--- src/rtl/bingo_pkg.sv ---
// Shared constants, line masks and FSM encoding for the bingo marking engine.
package bingo_pkg;

    localparam int CELLS     = 25;
    localparam int NUM_W     = 5;
    localparam int LINES     = 12;
    localparam int WIN_LINES = 5;
    localparam int IDX_W     = 5;
    localparam int CNT_W     = 4;

    localparam logic [IDX_W-1:0] SCAN_LAST  = 5'd24;
    localparam logic [IDX_W-1:0] LINES_LAST = 5'd11;

    // Rows 0-4, columns 0-4, main diagonal, anti-diagonal.
    localparam logic [CELLS-1:0] LINE_MASKS [LINES] = '{
        25'h000001F, 25'h00003E0, 25'h0007C00, 25'h00F8000, 25'h1F00000,
        25'h0108421, 25'h0210842, 25'h0421084, 25'h0842108, 25'h1084210,
        25'h1041041, 25'h0111110
    };

    typedef enum logic [1:0] {
        ST_IDLE  = 2'd0,
        ST_SCAN  = 2'd1,
        ST_LINES = 2'd2,
        ST_DONE  = 2'd3
    } state_t;

endpackage

--- src/rtl/bin_to_bcd8.sv ---
// Combinational NUM_W-bit binary to two-digit BCD {tens, ones}; range 0..31.
module bin_to_bcd8
    import bingo_pkg::*;
(
    input  logic [NUM_W-1:0] bin,
    output logic [7:0]       bcd
);

    logic [3:0] tens_s;
    logic [3:0] ones_s;

    // Subtract the largest multiple of ten not exceeding the input.
    always_comb begin
        tens_s = 4'd0;
        ones_s = 4'd0;
        if (bin >= 5'd30) begin
            tens_s = 4'd3;
            ones_s = 4'(bin - 5'd30);
        end else if (bin >= 5'd20) begin
            tens_s = 4'd2;
            ones_s = 4'(bin - 5'd20);
        end else if (bin >= 5'd10) begin
            tens_s = 4'd1;
            ones_s = 4'(bin - 5'd10);
        end else begin
            tens_s = 4'd0;
            ones_s = 4'(bin);
        end
    end

    assign bcd = {tens_s, ones_s};

endmodule

--- src/rtl/bingo_mark_engine.sv ---
// Marks cells matching a called number one cell per cycle, then re-evaluates
// the twelve bingo lines one per cycle; fixed 38-cycle call latency.
module bingo_mark_engine
    import bingo_pkg::*;
(
    input  logic                   clk,
    input  logic                   rst,
    input  logic                   interboard_rst,
    input  logic [CELLS*NUM_W-1:0] map,
    input  logic                   call_valid,
    input  logic [NUM_W-1:0]       call_num,
    output logic                   call_ready,
    output logic [CELLS-1:0]       circle,
    output logic [LINES-1:0]       line,
    output logic [CNT_W-1:0]       line_count,
    output logic [7:0]             display_nums,
    output logic                   done,
    output logic                   found,
    output logic                   win
);

    state_t                 state_r;
    logic [IDX_W-1:0]       idx_r;
    logic [CELLS*NUM_W-1:0] map_r;
    logic [NUM_W-1:0]       num_r;
    logic [CELLS-1:0]       circle_r;
    logic [LINES-1:0]       line_r;
    logic [CNT_W-1:0]       cnt_r;
    logic [7:0]             disp_r;
    logic                   done_r;
    logic                   found_r;
    logic                   acc_r;
    logic                   win_r;
    logic                   ready_r;

    logic [NUM_W-1:0]       cell_s;
    logic                   hit_s;
    logic [LINES-1:0]       line_next_s;
    logic [CNT_W-1:0]       pop_s;
    logic [7:0]             bcd_s;

    bin_to_bcd8 u_bcd (
        .bin (call_num),
        .bcd (bcd_s)
    );

    // Cell compare for SCAN, next line vector and its popcount for LINES.
    always_comb begin
        cell_s      = map_r[NUM_W*int'(idx_r) +: NUM_W];
        hit_s       = (cell_s == num_r) && (num_r != 5'd0);
        line_next_s = line_r;
        pop_s       = 4'd0;
        if ((state_r == ST_LINES) && (idx_r <= LINES_LAST)) begin
            line_next_s[idx_r[3:0]] = line_r[idx_r[3:0]] |
                (&(circle_r | ~LINE_MASKS[idx_r[3:0]]));
        end else begin
            line_next_s = line_r;
        end
        for (int i = 0; i < LINES; i++) begin
            pop_s = pop_s + {3'd0, line_next_s[i]};
        end
    end

    // Main sequencer; done/found/line_count/win are produced on the edge
    // that enters DONE so they are visible throughout the DONE cycle.
    always_ff @(posedge clk) begin
        if (rst || interboard_rst) begin
            state_r  <= ST_IDLE;
            idx_r    <= 5'd0;
            map_r    <= '0;
            num_r    <= 5'd0;
            circle_r <= 25'd0;
            line_r   <= 12'd0;
            cnt_r    <= 4'd0;
            disp_r   <= 8'h00;
            done_r   <= 1'b0;
            found_r  <= 1'b0;
            acc_r    <= 1'b0;
            win_r    <= 1'b0;
            ready_r  <= 1'b1;
        end else begin
            done_r <= 1'b0;
            case (state_r)
                ST_IDLE: begin
                    if (call_valid && ready_r) begin
                        map_r   <= map;
                        num_r   <= call_num;
                        disp_r  <= bcd_s;
                        found_r <= 1'b0;
                        acc_r   <= 1'b0;
                        idx_r   <= 5'd0;
                        ready_r <= 1'b0;
                        state_r <= ST_SCAN;
                    end
                end
                ST_SCAN: begin
                    if (hit_s) begin
                        circle_r[idx_r] <= 1'b1;
                        if (!circle_r[idx_r]) begin
                            acc_r <= 1'b1;
                        end
                    end
                    if (idx_r == SCAN_LAST) begin
                        idx_r   <= 5'd0;
                        state_r <= ST_LINES;
                    end else begin
                        idx_r <= idx_r + 5'd1;
                    end
                end
                ST_LINES: begin
                    line_r <= line_next_s;
                    if (idx_r == LINES_LAST) begin
                        idx_r   <= 5'd0;
                        done_r  <= 1'b1;
                        found_r <= acc_r;
                        cnt_r   <= pop_s;
                        if (pop_s >= 4'(WIN_LINES)) begin
                            win_r <= 1'b1;
                        end
                        state_r <= ST_DONE;
                    end else begin
                        idx_r <= idx_r + 5'd1;
                    end
                end
                ST_DONE: begin
                    ready_r <= !win_r;
                    state_r <= ST_IDLE;
                end
                default: begin
                    state_r <= ST_IDLE;
                end
            endcase
        end
    end

    assign call_ready   = ready_r;
    assign circle       = circle_r;
    assign line         = line_r;
    assign line_count   = cnt_r;
    assign display_nums = disp_r;
    assign done         = done_r;
    assign found        = found_r;
    assign win          = win_r;

endmodule

--- config.mk ---
export PLATFORM = sky130hd
export DESIGN_NAME = bingo_mark_engine
export DESIGN_NICKNAME = d
export VERILOG_FILES = /design/src/rtl/bingo_pkg.sv /design/src/rtl/bin_to_bcd8.sv /design/src/rtl/bingo_mark_engine.sv
export SDC_FILE = /design/constraint.sdc
export NUM_CORES = 1
export LEC_CHECK = 0
export CORE_ASPECT_RATIO = 0.7
export CORE_MARGIN = 4
export CORE_UTILIZATION = 49
export CTS_BUF_LIST = sky130_fd_sc_hd__clkbuf_2 sky130_fd_sc_hd__clkbuf_4 sky130_fd_sc_hd__clkbuf_8
export CTS_CLUSTER_DIAMETER = 200
export DETAILED_ROUTE_END_ITERATION = 8
export PLACE_DENSITY = 0.76
export SKIP_LAST_GASP = 1
export SLEW_MARGIN = 20
export SYNTH_ARGS = -nofsm -noshare
export SYNTH_HDL_FRONTEND = slang
export SYNTH_SLANG_ARGS = --single-unit
--- constraint.sdc ---
create_clock -name clk -period 6.19 [get_ports clk]
set_clock_uncertainty 0.05 [all_clocks]
set_input_delay 1.238 -clock clk [delete_from_list [all_inputs] [get_ports clk]]
set_output_delay 1.238 -clock clk [all_outputs]
set_load 0.1 [all_outputs]
==> results.toml, run 1 <==
[cells_and_area]
final_cell_mix = "292 x nand2_1, 186 x dfxtp_1, 184 x clkdlybuf4s50_1"
antenna_cells = 0
nets = 1443
area_growth_pct = 26.3
final_util = 0.632
final_common_cell = "nand2_1"
nFillCells = 1675
drive_gt1_frac = 0.0988

[pwr]
power_switching_mw = 0.704
p_clk_frac = 0.347
peakVddDrop_v = 0.000143
pwr_density_cell_nw_per_um2 = 203
internal_power_mw = 1.72
p_comb_frac = 0.134
seqPwrFrac = 0.519
leakage_nw = 4.24
swShare = 0.290
power_mw = 2.43

[global_routing]
first_global_vias = 8354
grt_pass1_wl_mm = 45.8
grt_overflow = 0
antenna_found_initial = 0
grt_max_degree = 100
grt_usage = 0.263

[synthesis]
avgSynthCellArea_sq_um = 8.33
synth_area_leaders = "dfxtp_1 40%, nand2_1 12%, mux4_2 8.8%"
yosysSeqAreaShare = 0.398
yosysTopAreaCellShare = 0.398
synth_cell_type_count = 69
synth_flop_cell = "dfxtp_1"
netlist_instances = 1136
syn_area_sq_um = 9460
yosysWarnings = 0
async_reset_ff_frac = 0
synth-seq-cells = 188
synth-edff-count = 0
synth_top_area_cell = "dfxtp_1"

[min_path]
hold_class = "flip-flop to flip-flop"

[timing]
fin_crit_ns = 5.90
finalSetupViolCount = 0
finalMaxSlewViolations = 0
fin_tns_setup_ns = 0
period_share = 0.953
slew_headroom = 0.329
timing.fmax_mhz = 170
hold_violations = 0
rsz0062_at_grt = "no"
tightest_slew_ns = 1.00

[critical_path]
start_kind = "flip-flop"
cp_common_cell = "fa_1"
crit_family = "adder cells"
end_kind = "flip-flop"
slowest_delay_ns = 0.53
cp.required_ns = 6.55
crit_slowest_cell = "fa_1"
cp_cell_sequence = "inv_2, ha_1, clkinv_1, o211ai_1, a2111oi_1, buf_4, nand4_1, buf_4, a31oi_1, fa_1, fa_1, fa_1, inv_1, fa_1, inv_1, ha_1, fa_1, xor2_1, o21ai_0, a21oi_1, nor2_1, nor2_1"
crit_arrival_ns = 6.26
cp_max_fo = 8
cp_num_buf_inv = 6
crit_type = "flip-flop to flip-flop"

[placement]
numPortBuffers = 184
gp_congestion = 0.915
dp_hpwl_mm = 21.1

[job]
cap_violations = 0

[floorplan]
die_h_um = 124
start_util = 0.500
die_width_um = 174
coreArea_sq_um = 18900
row_count = 42
die-area_sq_um = 21600
ios = 187

[clock_network]
cts_root_buffer = "clkbuf_8"
htreeDepth = 4
tritoncts = "done"
cts_made_buffers = 17
clkLatencyLatePin_ns = 0.47
cts_num_sinks = 188
cts.reportedPaths.clkPinSlew_ns = 0.11
clk_path_buf_depth = 2

[drt]
num_vias = 8960
drtPass1Iterations = 7
drt-total-wl_mm = 29.2
drt_iter0_markers = 920
via_per_inst = 5.83
drc = 0
antenna_left = 0
routedWlPerCell_um = 19.0

[status]
status = "completed"
[per-stage QoR]
stage | hold WS (ns) | instances | instance area (sq um) | setup WS [ns]
2_1_floorplan | 0.382 | 1137 | 9470 | 0.00813
3_3_place_gp | 0.389 | 1504 | 11500 | 0.199
3_5_place_dp | 0.394 | 1504 | 11500 | 0.191
4_1_cts | 0.409 | 1536 | 11900 | 0.134
5_1_grt | 0.430 | 1538 | 11900 | 0.0269
6_report | 0.409 | 1538 | 11900 | 0.294
[final cells by class]
cell class                      instances  area (sq um)  share of cell area
Clock buffer                           17           234              0.0196
Clock inverter                         15           178              0.0149
Inverter                               36           135              0.0113
Multi-Input combinational cell        821          5190               0.434
Sequential cell                       188          3770               0.315
Tap cell                              242           303              0.0253
Timing Repair Buffer                  219          2140               0.179
[state kept, by name, summed over array words and instances (netlist names), 2 cells and up]
name and count:
idx_r 5, num_r 5, state_r 2, map_r 125, line 12, display_nums 5, circle 25, line_count 4
[routing by layer]
layer / GRT usage / part of all wire
met3: 0.0816 / 0.10
met2: 0.366 / 0.41
met4: 0.0521 / 0.0072
met5: 0 / 0
met1: 0.402 / 0.48
[cell usage after synthesis (4+ instances only)]
cell type,n
buf_4,8
a32o_1,4
and2_1,27
a31oi_1,12
buf_2,10
o21ai_0,18
a211oi_1,5
nand2b_1,9
a311oi_1,7
nand2_1,292
ha_1,19
a31o_1,22
nor2_1,47
mux2_2,5
nor3_1,16
dfxtp_1,188
nor4_1,14
a21o_1,5
nand4_1,6
a22oi_1,6
o31ai_1,10
inv_1,30
a221oi_1,5
clkbuf_1,64
mux2i_1,8
nor2b_1,13
o311a_1,5
a21oi_1,157
buf_1,7
mux4_2,37
fa_1,7
o211ai_1,4
nand3_1,14
[worst paths after layout]
check,startpoint,end,slack (ns),cells past startpoint
min,map_r[83]$_SDFFE_PP0P_,map_r[83]$_SDFFE_PP0P_,0.41,2
max,idx_r[0]$_SDFFE_PP0P_,win$_SDFFE_PP0P_,0.29,22
max reg2reg,idx_r[0]$_SDFFE_PP0P_,win$_SDFFE_PP0P_,0.29,22
min reg2reg,map_r[83]$_SDFFE_PP0P_,map_r[83]$_SDFFE_PP0P_,0.41,2
[power groups by stage]
stage	sequential (mW)	combinational, mW	clock [mW]
3_5_place_dp	1.29	0.322	0
2_1_floorplan	1.29	0.173	0
6_report	1.26	0.325	0.842
3_3_place_gp	1.28	0.319	0
5_1_grt	1.26	0.354	0.906
4_1_cts	1.26	0.324	0.853
[cells by family after synthesis]
family / share of synthesized area
DFF: 0.398
xor gates and xnor gates: 0.00185
and+or+nand+nor: 0.212
adders and majority gates: 0.0399
buffers and inverters: 0.0577
other: 0.000396
AOI/OAI and AO/OA: 0.188
muxes: 0.102
[repair_timing]
item,CTS,global route
gates resized for setup,0,5
setup endpoints to repair,0,2
buffers inserted,0,2
hold buffers,0,0
[worst reg2reg max path, stage by stage, from the launching register on]
cell and delay [ns]:
dfxtp_2 0.47, inv_2 0.13, ha_1 0.31, clkinv_1 0.19
o211ai_1 0.12, a2111oi_1 0.49, buf_4 0.20, nand4_1 0.10
buf_4 0.19, a31oi_1 0.30, fa_1 0.51, fa_1 0.48
fa_1 0.53, inv_1 0.06, fa_1 0.49, inv_1 0.04
ha_1 0.22, fa_1 0.39, xor2_1 0.19, o21ai_0 0.11
a21oi_1 0.15, nor2_1 0.05, nor2_1 0.09
Note: power is estimated with default switching activity, not from simulation.
==> inputs of run 2 (changes only) <==
Settings changed: CAP_MARGIN set to 30.
==> results.toml, run 2 (synthesis gave the netlist of run 1 again) <==
[global_routing]
antenna_found_initial = 0
grt_overflow = 0
first_global_vias = 8354
grt_pass1_wl_mm = 45.8
grt_max_degree = 100
grt_usage = 0.263

[floorplan]
start_util = 0.500
ios = 187
die_width_um = 174
row_count = 42
die_h_um = 124
die-area_sq_um = 21600
coreArea_sq_um = 18900

[clock_network]
clkLatencyLatePin_ns = 0.46
htreeDepth = 4
cts_made_buffers = 17
postCtsHoldBufs = 0
cts.reportedPaths.clkPinSlew_ns = 0.11
tritoncts = "done"
cts_root_buffer = "clkbuf_8"
cts_num_sinks = 188
clk_path_buf_depth = 2

[status]
status = "completed"

[critical_path]
start_kind = "flip-flop"
crit_type = "flip-flop to flip-flop"
cp_cell_sequence = "inv_2, ha_1, nor2b_1, o31ai_1, a21oi_1, nor4_2, nand4_1, buf_4, a31oi_1, fa_1, fa_1, fa_1, inv_1, fa_1, inv_1, ha_1, fa_1, xor2_1, o21ai_0, a21oi_1, nor2_1, nor2_1"
cp_max_fo = 8
crit_arrival_ns = 6.22
cp.required_ns = 6.55
slowest_delay_ns = 0.53
end_kind = "flip-flop"
cp_common_cell = "fa_1"
crit_slowest_cell = "fa_1"

[drt]
via_per_inst = 5.82
num_vias = 8957
drt-total-wl_mm = 29.2
drtPass1Iterations = 7
routedWlPerCell_um = 19.0
drc = 0
drt_iter0_markers = 882
antenna_left = 0

[placement]
dp_worst_setup_slack_ns = 0.191
gp_congestion = 0.915
numPortBuffers = 184
dp_hpwl_mm = 21.1

[job]
cap_violations = 0

[cells_and_area]
register_area_sq_um = 3770
largest_register_ffs = 125
largest-register = "map_r"
antenna_cells = 0
nets = 1445
nFillCells = 1665
drive_gt1_frac = 0.100
multiInputGateArea_sq_um = 5190
final_cell_mix = "292 x nand2_1, 186 x dfxtp_1, 184 x clkdlybuf4s50_1"
final_common_cell = "nand2_1"
area_growth_pct = 26.9

[timing]
hold_violations = 0
rsz0062_at_grt = "no"
slew_headroom = 0.329
tightest_slew_ns = 1.00
period_share = 0.947
timing.fmax_mhz = 171
finalMaxSlewViolations = 0
fin_crit_ns = 5.86
setup_slack_ns = 0.327
finalSetupViolCount = 0
fin_tns_setup_ns = 0

[pwr]
pwr_density_cell_nw_per_um2 = 203
peakVddDrop_v = 0.000143
leakage_nw = 4.27

[min_path]
hold_class = "flip-flop to flip-flop"
run 2: cell count changes in the layout (fill, tap and decap cells not counted), sizes merged:
cell,change
buf,+2
run 2: what timing repair did:
action	4_1_cts	5_1_grt
gates resized for setup	0	5
setup buffers	0	2
endpoints found under the setup margin	0	2
run 2: path summary, 6_finish.rpt:
kind,start,to,cells after the start,slack [ns]
hold / removal,map_r[83]$_SDFFE_PP0P_,map_r[83]$_SDFFE_PP0P_,2,0.41
setup reg to reg,idx_r[0]$_SDFFE_PP0P_,win$_SDFFE_PP0P_,22,0.33
setup / recovery,idx_r[0]$_SDFFE_PP0P_,win$_SDFFE_PP0P_,22,0.33
hold reg to reg,map_r[83]$_SDFFE_PP0P_,map_r[83]$_SDFFE_PP0P_,2,0.41
run 2: routing by layer:
metal  wire (um)  global-route usage  share of wire  vias to the layer above
li1            -                   -              -                     4269
met1       13700               0.402           0.47                     4242
met2       12000               0.366           0.41                      421
met3        3170              0.0816           0.11                       25
met4         254              0.0521         0.0087                        0
met5           0                   0              0                        -
run 2: where the power goes:
group	internal (mW)	switching (mW)
Clock	0.342	0.502
Sequential	1.24	0.0177
Combinational	0.145	0.188
Total	1.73	0.708
run 2: stage by stage:
stage                     hold slack, ns  utilization  area [sq um]  total power, mW  std cells
after global routing               0.430        0.635         12000             2.53       1540
after global placement             0.389        0.608         11500             1.60       1504
after detailed placement           0.394        0.608         11500             1.61       1504
final                              0.409        0.635         12000             2.44       1540
after floorplan                    0.382            -          9470             1.47       1137
after CTS                          0.409        0.630         11900             2.44       1536
run 2: layout make-up:
| type | instances | area share |
|---|---|---|
| Clock buffer | 17 | 0.0195 |
| Clock inverter | 15 | 0.0148 |
| Inverter | 36 | 0.0113 |
| Multi-Input combinational cell | 821 | 0.432 |
| Sequential cell | 188 | 0.314 |
| Tap cell | 242 | 0.0252 |
| Timing Repair Buffer | 221 | 0.183 |
run 2: worst max-delay path, delay by kind of cell, from the launching register on:
family	cells	cell delay [ns]
and+or+nand+nor	5	0.80
adders and majority gates	7	2.93
buffers and inverters	4	0.40
AOI/OAI and AO/OA	5	0.97
DFF	1	0.46
xor gates and xnor gates	1	0.21
